## config.mk

```make
export PLATFORM = sky130hd
export DESIGN_NAME = wb_rr_manager_arbiter
export DESIGN_NICKNAME = d
export VERILOG_FILES = /design/src/rtl/wb_rr_manager_arbiter.sv
export SDC_FILE = /design/constraint.sdc
export NUM_CORES = 1
export LEC_CHECK = 0
export ABC_AREA = 1
export BUFFER_PORTS_ARGS = -buffer_cell sky130_fd_sc_hd__buf_2
export CORE_AREA = 2 2 123 125
export CTS_CLUSTER_SIZE = 24
export DETAILED_ROUTE_END_ITERATION = 10
export DIE_AREA = 0 0 125 127
export MAX_ROUTING_LAYER = met4
export PLACE_DENSITY = 0.49
export RECOVER_POWER = 50
export SYNTH_ARGS = -nofsm -noshare
export SYNTH_HDL_FRONTEND = slang
export SYNTH_SLANG_ARGS = --single-unit
```

## constraint.sdc

```tcl
create_clock -name CLK -period 1.2 [get_ports CLK]
set_clock_uncertainty 0.05 [all_clocks]
set_input_delay 0.12 -clock CLK [delete_from_list [all_inputs] [get_ports CLK]]
set_output_delay 0.12 -clock CLK [all_outputs]
set_load 0.01 [all_outputs]
```

## src/rtl/wb_rr_manager_arbiter.sv

```systemverilog
// wb_rr_manager_arbiter
//
// Round-robin arbiter that shares the single peripheral-side Wishbone bus
// among NUM_MANAGERS managers. Ownership is granted for a whole CYC cycle.
// The owner's request is muxed onto the shared bus, and ACK/read data are
// routed back to the owner only.
//
// Build option WB_ARB_TIMEOUT_EN adds a watchdog that counts consecutive
// STB-without-ACK cycles. At TIMEOUT_CYCLES it aborts the transfer with a
// one-cycle A_ERR_O pulse and parks the bus in DRAIN until the owner releases
// CYC. Without the macro, A_ERR_O is tied low. A silent peripheral then
// holds the bus until the owner drops CYC.
//
// state | meaning
// IDLE  | no owner; pick the first CYC&STB requester after the last owner
// OWN   | owner's request drives the shared bus; ACK/DAT routed to owner
// DRAIN | watchdog fired; shared bus idle until owner drops CYC
//         (only with WB_ARB_TIMEOUT_EN)

module wb_rr_manager_arbiter #(
    parameter int NUM_MANAGERS   = 2,
    parameter int TIMEOUT_CYCLES = 255,
    parameter int TO_W           = 8
) (
    input  logic                         CLK,
    input  logic                         nRST,

    input  logic [32*NUM_MANAGERS-1:0]   A_ADR_I,
    input  logic [32*NUM_MANAGERS-1:0]   A_DAT_I,
    input  logic [4*NUM_MANAGERS-1:0]    A_SEL_I,
    input  logic [NUM_MANAGERS-1:0]      A_WE_I,
    input  logic [NUM_MANAGERS-1:0]      A_STB_I,
    input  logic [NUM_MANAGERS-1:0]      A_CYC_I,
    output logic [32*NUM_MANAGERS-1:0]   A_DAT_O,
    output logic [NUM_MANAGERS-1:0]      A_ACK_O,
    output logic [NUM_MANAGERS-1:0]      A_ERR_O,

    input  logic [31:0]                  DAT_I,
    input  logic                         ACK_I,
    output logic [31:0]                  ADR_O,
    output logic [31:0]                  DAT_O,
    output logic [3:0]                   SEL_O,
    output logic                         WE_O,
    output logic                         STB_O,
    output logic                         CYC_O,

    output logic [NUM_MANAGERS-1:0]      GNT_O
);

    localparam int IDX_W = $clog2(NUM_MANAGERS);

    typedef enum logic [1:0] {
        ST_IDLE  = 2'd0,
        ST_OWN   = 2'd1,
        ST_DRAIN = 2'd2
    } state_t;

    state_t                  state_q, state_d;
    logic [NUM_MANAGERS-1:0] gnt_q, gnt_d;
    logic [IDX_W-1:0]        owner_q, owner_d;
    logic [IDX_W-1:0]        ptr_q, ptr_d;

    logic [NUM_MANAGERS-1:0] req;
    logic                    win_found;
    logic [IDX_W-1:0]        win_idx;

    logic                    own_cyc;
    logic                    own_stb;
    logic                    expire;

    // Bit offsets of the owner's lanes inside the packed manager buses.
    logic [IDX_W+4:0]        own_word_lsb;
    logic [IDX_W+1:0]        own_sel_lsb;

    assign req          = A_CYC_I & A_STB_I;
    assign own_cyc      = A_CYC_I[owner_q];
    assign own_stb      = own_cyc & A_STB_I[owner_q];
    assign own_word_lsb = {owner_q, 5'd0};
    assign own_sel_lsb  = {owner_q, 2'd0};

    // Round-robin search: first requester after the last owner, wrapping.
    always_comb begin
        int               k;
        logic [IDX_W-1:0] cand;
        win_found = 1'b0;
        win_idx   = '0;
        k         = 0;
        cand      = '0;
        for (int i = 1; i <= NUM_MANAGERS; i++) begin
            k    = (int'(ptr_q) + i) % NUM_MANAGERS;
            cand = IDX_W'(k);
            if (!win_found && req[cand]) begin
                win_found = 1'b1;
                win_idx   = cand;
            end
        end
    end

`ifdef WB_ARB_TIMEOUT_EN
    logic [TO_W-1:0] wd_q, wd_d;
    logic            stall;

    // A stall is an owner strobe that the peripheral left unanswered this cycle.
    assign stall  = (state_q == ST_OWN) & own_stb & ~ACK_I;
    assign expire = stall & (wd_q == TO_W'(TIMEOUT_CYCLES - 1));

    // Watchdog next value: count consecutive stalls; any ACK, idle strobe,
    // expiry or loss of ownership restarts it.
    always_comb begin
        wd_d = '0;
        if (stall && !expire) begin
            wd_d = wd_q + 1'b1;
        end
    end

    // Watchdog register.
    always_ff @(posedge CLK or negedge nRST) begin
        if (!nRST) begin
            wd_q <= '0;
        end else begin
            wd_q <= wd_d;
        end
    end
`else
    logic unused_timeout_cfg;

    assign expire             = 1'b0;
    assign unused_timeout_cfg = ^{TIMEOUT_CYCLES, TO_W};
`endif

    // FSM state register together with grant, owner and round-robin pointer.
    always_ff @(posedge CLK or negedge nRST) begin
        if (!nRST) begin
            state_q <= ST_IDLE;
            gnt_q   <= '0;
            owner_q <= '0;
            ptr_q   <= IDX_W'(NUM_MANAGERS - 1);
        end else begin
            state_q <= state_d;
            gnt_q   <= gnt_d;
            owner_q <= owner_d;
            ptr_q   <= ptr_d;
        end
    end

    // FSM next-state: grant in IDLE, hold while owner keeps CYC, release on drop.
    always_comb begin
        state_d = state_q;
        gnt_d   = gnt_q;
        owner_d = owner_q;
        ptr_d   = ptr_q;
        case (state_q)
            ST_IDLE: begin
                if (win_found) begin
                    state_d        = ST_OWN;
                    owner_d        = win_idx;
                    gnt_d          = '0;
                    gnt_d[win_idx] = 1'b1;
                end
            end
            ST_OWN: begin
                if (!own_cyc) begin
                    state_d = ST_IDLE;
                    ptr_d   = owner_q;
                    gnt_d   = '0;
                end else if (expire) begin
                    state_d = ST_DRAIN;
                end
            end
`ifdef WB_ARB_TIMEOUT_EN
            ST_DRAIN: begin
                if (!own_cyc) begin
                    state_d = ST_IDLE;
                    ptr_d   = owner_q;
                    gnt_d   = '0;
                end
            end
`endif
            default: begin
                state_d = ST_IDLE;
                gnt_d   = '0;
            end
        endcase
    end

    // FSM outputs: shared bus and return paths are live only while in OWN.
    // An expiring cycle still routes ACK_I back, but ACK_I is 0 by definition then.
    always_comb begin
        CYC_O   = 1'b0;
        STB_O   = 1'b0;
        WE_O    = 1'b0;
        ADR_O   = '0;
        DAT_O   = '0;
        SEL_O   = '0;
        A_ACK_O = '0;
        A_ERR_O = '0;
        A_DAT_O = '0;
        if (state_q == ST_OWN) begin
            CYC_O                       = own_cyc & ~expire;
            STB_O                       = own_stb & ~expire;
            WE_O                        = A_WE_I[owner_q];
            ADR_O                       = A_ADR_I[own_word_lsb +: 32];
            DAT_O                       = A_DAT_I[own_word_lsb +: 32];
            SEL_O                       = A_SEL_I[own_sel_lsb +: 4];
            A_ACK_O[owner_q]            = ACK_I;
            A_ERR_O[owner_q]            = expire;
            A_DAT_O[own_word_lsb +: 32] = DAT_I;
        end
    end

    assign GNT_O = gnt_q;

endmodule

```

# Word-level counts from Yosys, hierarchy flattened
# Cells that the tools add are included.
# totals
input_bits,177
register_bits,6
word_cells,65
# op_classes
n_eq_ne,3
mux,31
shifts,5
magnitude_cmp,6
n_bitwise,5
n_reduce_logical,8
add_sub_neg,3
# op_table
operator,count
variable part select 64 x 7 -> 32 bit,2
AND 64 bit,1
two-way mux 32 bit,2
two-way mux 64 bit,1
variable shift 32 x 8 -> 64 bit (first input constant),1
variable part select 32 x 8 -> 64 bit,1
two-way mux 1 bit,19
less-than comparator 1 x 2 -> 1 bit (second input constant),4
two-way mux 2 bit,4
negation 6 -> 8 bit,1
case mux 2 bit (2 select lines),2
variable part select 8 x 4 -> 4 bit,1
AND reduction 2 bit,3
AND 2 bit,2
two-way mux 4 bit,1
inequality test 2 bit (second input constant),2
logical AND 1 bit,3
adder 1 bit (second input constant),2
demux 1 bit (select 1 bit),2
equality test 2 x 1 -> 1 bit (second input constant),1
greater-or-equal comparator 1 bit (second input constant),2
logical NOT 2 bit,1
AND 1 bit,1
logical NOT 1 bit,1
inverter 1 bit,1

# Logic depth before layout (Yosys ltp)
# Gate-level depths: netlist of run 1.
# depth
depth_word,13
ltp_mapped,5
mapped_depth_nobuf,5

# Worst setup path after synthesis of run 1
# OpenSTA, ideal clock, no wires.
# synth_path
path_kind,register to output
from,register owner_q
to,output ADR_O[24]
required_time_ps,1030
t_arrival_ps,938
path_stages_with_launch,5
path_slack_ps,92
path_cell_list,dfrtp_1 buf_4 buf_2 nand2_1 a21oi_1
# synth_via
elab_chain_cells,2
# synth_rtl
element,line,rtl
"start, declared",60,"logic [IDX_W-1:0] owner_q, owner_d;"
"start signal, assigned",141,owner_q <= owner_d;
variable part select 64 x 7 -> 32 bit,202,ADR_O = A_ADR_I[own_word_lsb +: 32];
two-way mux 32 bit,198,if (state_q == ST_OWN) begin
"end, declared",40,"output logic [31:0] ADR_O,"
# Every way passes these cells.

# Final worst setup path of run 1
# layout_path
from,register owner_q
to,output ADR_O[18]
# The elaborated chain is that of the path after synthesis.

==> results.md, run 1 <==
* Status: finished, violations left
* Failing checks: negative setup slack
* DR vias at 3597
* Worst min path class: input pin to flip-flop
* Clk Latency, worst-skew pair at 0.23 ns
* Clock Power Share at 5.3%
* Area of the multi-input gates at 1810 um^2
* Seq pwr share at 3.6%
* Clock Path Buffers at 2
* CTS tree: done
* Worst path slowest cell: dfrtp_2
* Largest net degree at the start of global routing at 35
* I/O pin cnt at 318
* Root buf cell: clkbuf_16
* Cell family with most CP delay: buffers and inverters
* WS Path Type: flip-flop to output port
* Max H-tree Level at 1
* CP Capture Type: output port
* Die span in y at 127 um
* Critical Path AT at 1.43 ns
* Final setup viols at 140
* Initial Util at 11.3%
* GRT overflow at 0
* Crit path max fanout at 6
* P_sw at 0.00543 W
* Via density at 4.04
* IO Port Bufs at 315
* Share of cells above drive strength 1 at roughly 71%
* CP Buf/Inv Count at 4
* Total CTS buffers at 3
* DIE WIDTH at roughly 130 um
* Slew Viols, Final at 0
* Finished layout cell area at 4720 um^2
* PD cells at roughly 2200 nW/um^2
* Placed cells at a little under 900
* RePlAce Congestion at 0.827
* Commonest non-fill, non-tap cells in the layout: 304 x buf_2, 99 x nand2_1, 51 x a21oi_2
* Clock period minus final worst setup slack at 1.60 ns
* Ant. Diodes at 0
* Crit-path cells: buf_6 -> buf_12 -> buf_8 -> nand2_2 -> a21oi_2 -> buf_2
* Fill count at 1625
* R2R Setup Slk at -0.12 ns
* CP startpoint kind: flip-flop
* Final non-filler cell total at about 900
* Post-DP Area at 3590 um^2
* Clock sinks at 5
* Pre-CTS setup slack at -0.243 ns
* Finished Core Util at 32.7%
* Delay of the slowest cell on the worst path at 0.44 ns
* Number of max-cap violations at 0
* Row cnt at 44
* Die area at between 15000 and 20000 um^2
* Critical Path RT at 1.03 ns
* Register area at 129 um^2
* Leakage at 2.80 nW
* Mapped cell area at about 1600 um^2
* Routed len/inst at ~14 um
* Post-Route WL at 12200 um
* Final worst slack at -0.403 ns
* Core area at 14400 um^2
* Final Total Pwr at between 0.01 and 0.015 W
* Half-perimeter wire length after placement at 8650 um
* RSZ-0062 raised after global routing: yes
* Fin crit share at 134%
* Part of the Yosys area used for sequential elements at between 7 and 8%
* Vias in the first global route at 3293
* GR Util All Layers at 13.5%
* Peak supply drop at 0.00123 V
* FF+latch count, synth at 5
* Final #Nets at 885
* Sw frac at 51.5%
* Comb power frac at 91.1%
* Syn Area/Cell at 4.40 um^2
* Antenna-violating nets left at 0
* DR pass1 iterations at 4
* Syn Inst Count at 372
* Clk slew on worst S/H paths at 0.03 ns
* Synth warnings at 0
* Fmax at 0.624 GHz
* Initial DRC count at 112
* Initial antenna violation count at 0
* Commonest non-fill, non-tap cell in the layout: buf_2
* Area grow syn2layout at 188%
* Synth cell types at 13
* Int Pwr at 0.00511 W
* Residual DRC at 0
* Final hold vios at 0
* First-pass GRT wire length at 17100 um
[layout make-up]
type                       count  share of cell area [%]
sequential                     5                    2.73
clock buffer                   4                    1.67
multi-input combinational    302                    38.3
timing repair buffer         360                    49.3
inverter                      36                    3.13
tap                          184                    4.88
[tightest hold or removal path: stages]
cell and delay, ns:
buf_2 0.13, nand2_4 0.08, nand3_4 0.09, o21ai_2 0.06
[through the flow]
step	setup TNS, ns	hold slack, ns
finish	-43.19	0.215
global route	-50.88	0.241
CTS	-47.62	0.174
detailed placement	-12.81	-0.100
global placement	-11.94	-0.103
floorplan	0	-0.226
[flip-flops by register name (all words and copies together) (netlist names)]
name	count
state_q	1
owner_q	1
ptr_q	1
GNT_O	2
[power groups by stage]
| stage | Clock (W) | Combinational (W) | Sequential (W) |
|---|---|---|---|
| final | 0.000554 | 0.00961 | 0.000383 |
| after global routing | 0.000570 | 0.0103 | 0.000396 |
| after CTS | 0.000563 | 0.00834 | 0.000379 |
| after detailed placement | 0 | 0.00661 | 0.000345 |
| after global placement | 0 | 0.00664 | 0.000336 |
| after floorplan | 0 | 0.00335 | 0.000332 |
[layer usage]
metal | wire length (um) | global-route usage, % | share of wire, %
met1 | 4500 | 14.9 | 37
met2 | 6860 | 27.0 | 56
met3 | 828 | 1.93 | 6.8
met4 | 28 | 0.392 | 0.23
met5 | 0 | - | 0
[cells in the mapped netlist]
cell type  instances  area share (%)
clkbuf_1           6             1.4
nand2_1          157              36
o21ai_0            1            0.31
dfrtp_1            4             6.1
a21oi_1           71              22
nor2_1            68              16
dfstp_2            1             1.6
conb_1             1            0.23
buf_2             21             6.4
buf_4              3             1.4
inv_2              2            0.46
nand3_1            3            0.92
inv_1             34             7.8
[path summary, 6_finish.rpt]
check                            from   endpoint  cells after the start
setup / recovery              owner_q  ADR_O[18]                      6
hold / removal             A_CYC_I[0]      ptr_q                      4
setup reg to reg              owner_q   GNT_O[1]                      7
min in group asynchronous        nRST   GNT_O[0]                      2
max in group asynchronous        nRST      ptr_q                      2
hold reg to reg                 ptr_q      ptr_q                      2
[logic make-up (layout without fill, tap and decap cells)]
family	Yosys count	in the layout	synth area share (%)
AND/OR/NAND/NOR	228	228	52.6
other	1	2	0.229
AO/OA/AOI/OAI	72	72	22.0
flip-flops	5	5	7.73
buffers and inverters	66	400	17.4
[what timing repair did]
| action | CTS | global route |
|---|---|---|
| setup buffers | 8 | 6 |
| hold endpoints to repair | 5 | 0 |
| setup endpoints to repair | 140 | 142 |
| pin swaps | 12 | 21 |
| hold buffers | 1 | 0 |
| resized for setup | 64 | 147 |
| gates cloned | 6 | 3 |
Power figures use the tool's default switching activity.
==> run 2, diff against run 1 <==
- SETUP_SLACK_MARGIN: not set -> 0.4
- clock period: 1.2 -> 1.7 ns (I/O delays scaled with it)
==> results.md, run 2 (synthesized netlist as in run 1, its figures left out) <==
* Status: finished, violations left
* Failing checks: negative setup slack
* Final setup viols at 1 (-99%)
* Routed len/inst at 15.9 um (+16%)
* Initial Util at 11.3% (unchanged)
* Residual DRC at 0 (unchanged)
* DR vias at 3668 (+2.0%)
* Clk slew on worst S/H paths at 0.03 ns (about the same)
* PD cells at 1600 nW/um^2 (-28%)
* Met3 GRT Util at 1.80% (-0.13 points)
* Cell family with most CP delay: buffers and inverters
* Fmax at 0.584 GHz
* Post-Route WL at 14100 um (+16%)
* GR Util All Layers at 14.4% (+0.96 points)
* Met1 Usage GRT at 17.1% (+2.2 points)
* Die span in y at 127 um (unchanged)
* RePlAce Congestion at 0.796 (-3.8%)
* Die area at 15900 um^2 (unchanged)
* Final worst slack at -0.0120 ns (+0.391 ns)
* DR pass1 iterations at 4 (unchanged)
* Critical Path RT at 1.48 ns (+0.45 ns)
* Root buf cell: clkbuf_16
* Largest net degree at the start of global routing at 56 (+60%)
* Leakage at 2.94 nW (+5.1%)
* GRT overflow at 0 (unchanged)
* Finished layout cell area at 5560 um^2 (+18%)
* Vias in the first global route at 3238 (-1.7%)
* Area grow syn2layout at 240%
* Max H-tree Level at 1 (unchanged)
* Delay of the slowest cell on the worst path at 0.45 ns (about the same)
* DIE WIDTH at 125 um (unchanged)
* Smallest hold slack at 0.265 ns (+0.0500 ns)
* Commonest non-fill, non-tap cell in the layout: buf_2
* Slew Viols, Final at 0 (unchanged)
* Worst path slowest cell: dfrtp_2
* I/O pin cnt at 318 (unchanged)
* Met2 usage in global routing at 27.0% (+0.064 points)
* Row cnt at 44 (unchanged)
* Final hold vios at 0 (unchanged)
* Worst min path class: input pin to flip-flop
* Crit-path cells: clkinv_4 -> buf_6 -> buf_12 -> clkbuf_16 -> nand2_1 -> a21oi_1 -> buf_2
* Fill count at 1508 (-7.2%)
* Via density at 4.12 (+2.1%)
* CP Capture Type: output port
* Fin crit share at 101%
* Most Used Layer, Global Route: met2
* CTS tree: done
* CP startpoint kind: flip-flop
* Critical Path AT at 1.49 ns (+0.06 ns)
* Half-perimeter wire length after placement at 8360 um (-3.3%)
* Core area at 14400 um^2 (unchanged)
* Clock sinks at 5 (unchanged)
* Clock Path Buffers at 2 (unchanged)
* First-pass GRT wire length at 17700 um (+3.7%)
* Clock period minus final worst setup slack at 1.71 ns
* Share of cells above drive strength 1 at 74.2% (+3.5 points)
* Crit path max fanout at 7 (+1)
* Clk Latency, worst-skew pair at 0.22 ns (about the same)
* RSZ-0062 raised after global routing: yes
* Initial antenna violation count at 0 (unchanged)
* Ant. Diodes at 0 (unchanged)
* Peak supply drop at 0.000735 V (-40%)
* CP Buf/Inv Count at 5 (+1)
* Initial DRC count at 128 (+14%)
* IO Port Bufs at 315 (unchanged)
* Commonest non-fill, non-tap cells in the layout: 253 x buf_2, 106 x nand2_1, 59 x buf_6
* WS Path Type: flip-flop to output port
* Max reg flops at 2 (unchanged)
* Antenna-violating nets left at 0 (unchanged)
* Total CTS buffers at 3 (unchanged)
* Final #Nets at 884 (-0.11%)
* Post-DP Area at 3430 um^2 (-4.5%)
* Number of max-cap violations at 0 (unchanged)
[run 2: cell count changes in the layout (fill, tap and decap cells not counted), sizes merged]
| cell | before | now |
|---|---|---|
| buf | 355 | 346 |
| clkbuf | 8 | 15 |
| bufbuf | 0 | 1 |
[run 2: final cells by class]
type / count / area, um^2 / share of cell area (%)
Timing Repair Buffer: 359 / 2860 / 51.4
Tap cell: 184 / 230 / 4.14
Multi-Input combinational cell: 302 / 2120 / 38.2
Clock buffer: 4 / 78.8 / 1.42
Inverter: 36 / 140 / 2.52
Sequential cell: 5 / 129 / 2.32
[run 2: worst paths after layout]
check	startpoint	end	slack, ns	cells after the start
setup / recovery	owner_q	ADR_O[3]	-0.01	7
min in group asynchronous	nRST	GNT_O[0]	0.29	2
setup reg to reg	state_q[0]	GNT_O[1]	0.32	5
hold / removal	A_CYC_I[0]	ptr_q	0.26	4
max in group asynchronous	nRST	ptr_q	1.03	2
hold reg to reg	ptr_q	ptr_q	0.43	2
[run 2: metal layers]
layer / part of all wire, % / vias up
li1: - / 1808
met1: 39 / 1682
met2: 55 / 170
met3: 5.1 / 8
met4: 0.76 / 0
met5: 0 / -
[run 2: worst reg2reg max path, stage by stage, from the launching register on]
cell     delay [ns]
dfrtp_2        0.43
inv_1          0.27
buf_8          0.23
nand2_1        0.14
nand3_2        0.10
nand2_2        0.04
[run 2: repair_timing]
action	CTS	global route
pin swaps	10	21
setup endpoints to repair	137	142
hold buffers	1	0
hold endpoints to repair	5	0
cloned	11	9
buffers inserted	12	3
resized for setup	114	215
[run 2: metrics by stage]
step                      util (%)  setup TNS, ns  total power, W  setup slack [ns]  std cells
final                         38.5        -0.0120         0.00891           -0.0120        890
after global routing          38.5          -2.20         0.00946           -0.0685        890
after CTS                     30.6              0         0.00705            0.0154        878
after detailed placement      23.8              0         0.00449             0.164        850
after global placement        23.8              0         0.00452             0.172        850
after floorplan                  -              0         0.00260             0.542        373
[run 2: where the power goes]
part           switching (W)  total, W  internal (W)
Combinational        0.00427   0.00826       0.00399
Clock              0.0000731  0.000384      0.000310
Sequential         0.0000719  0.000261      0.000189
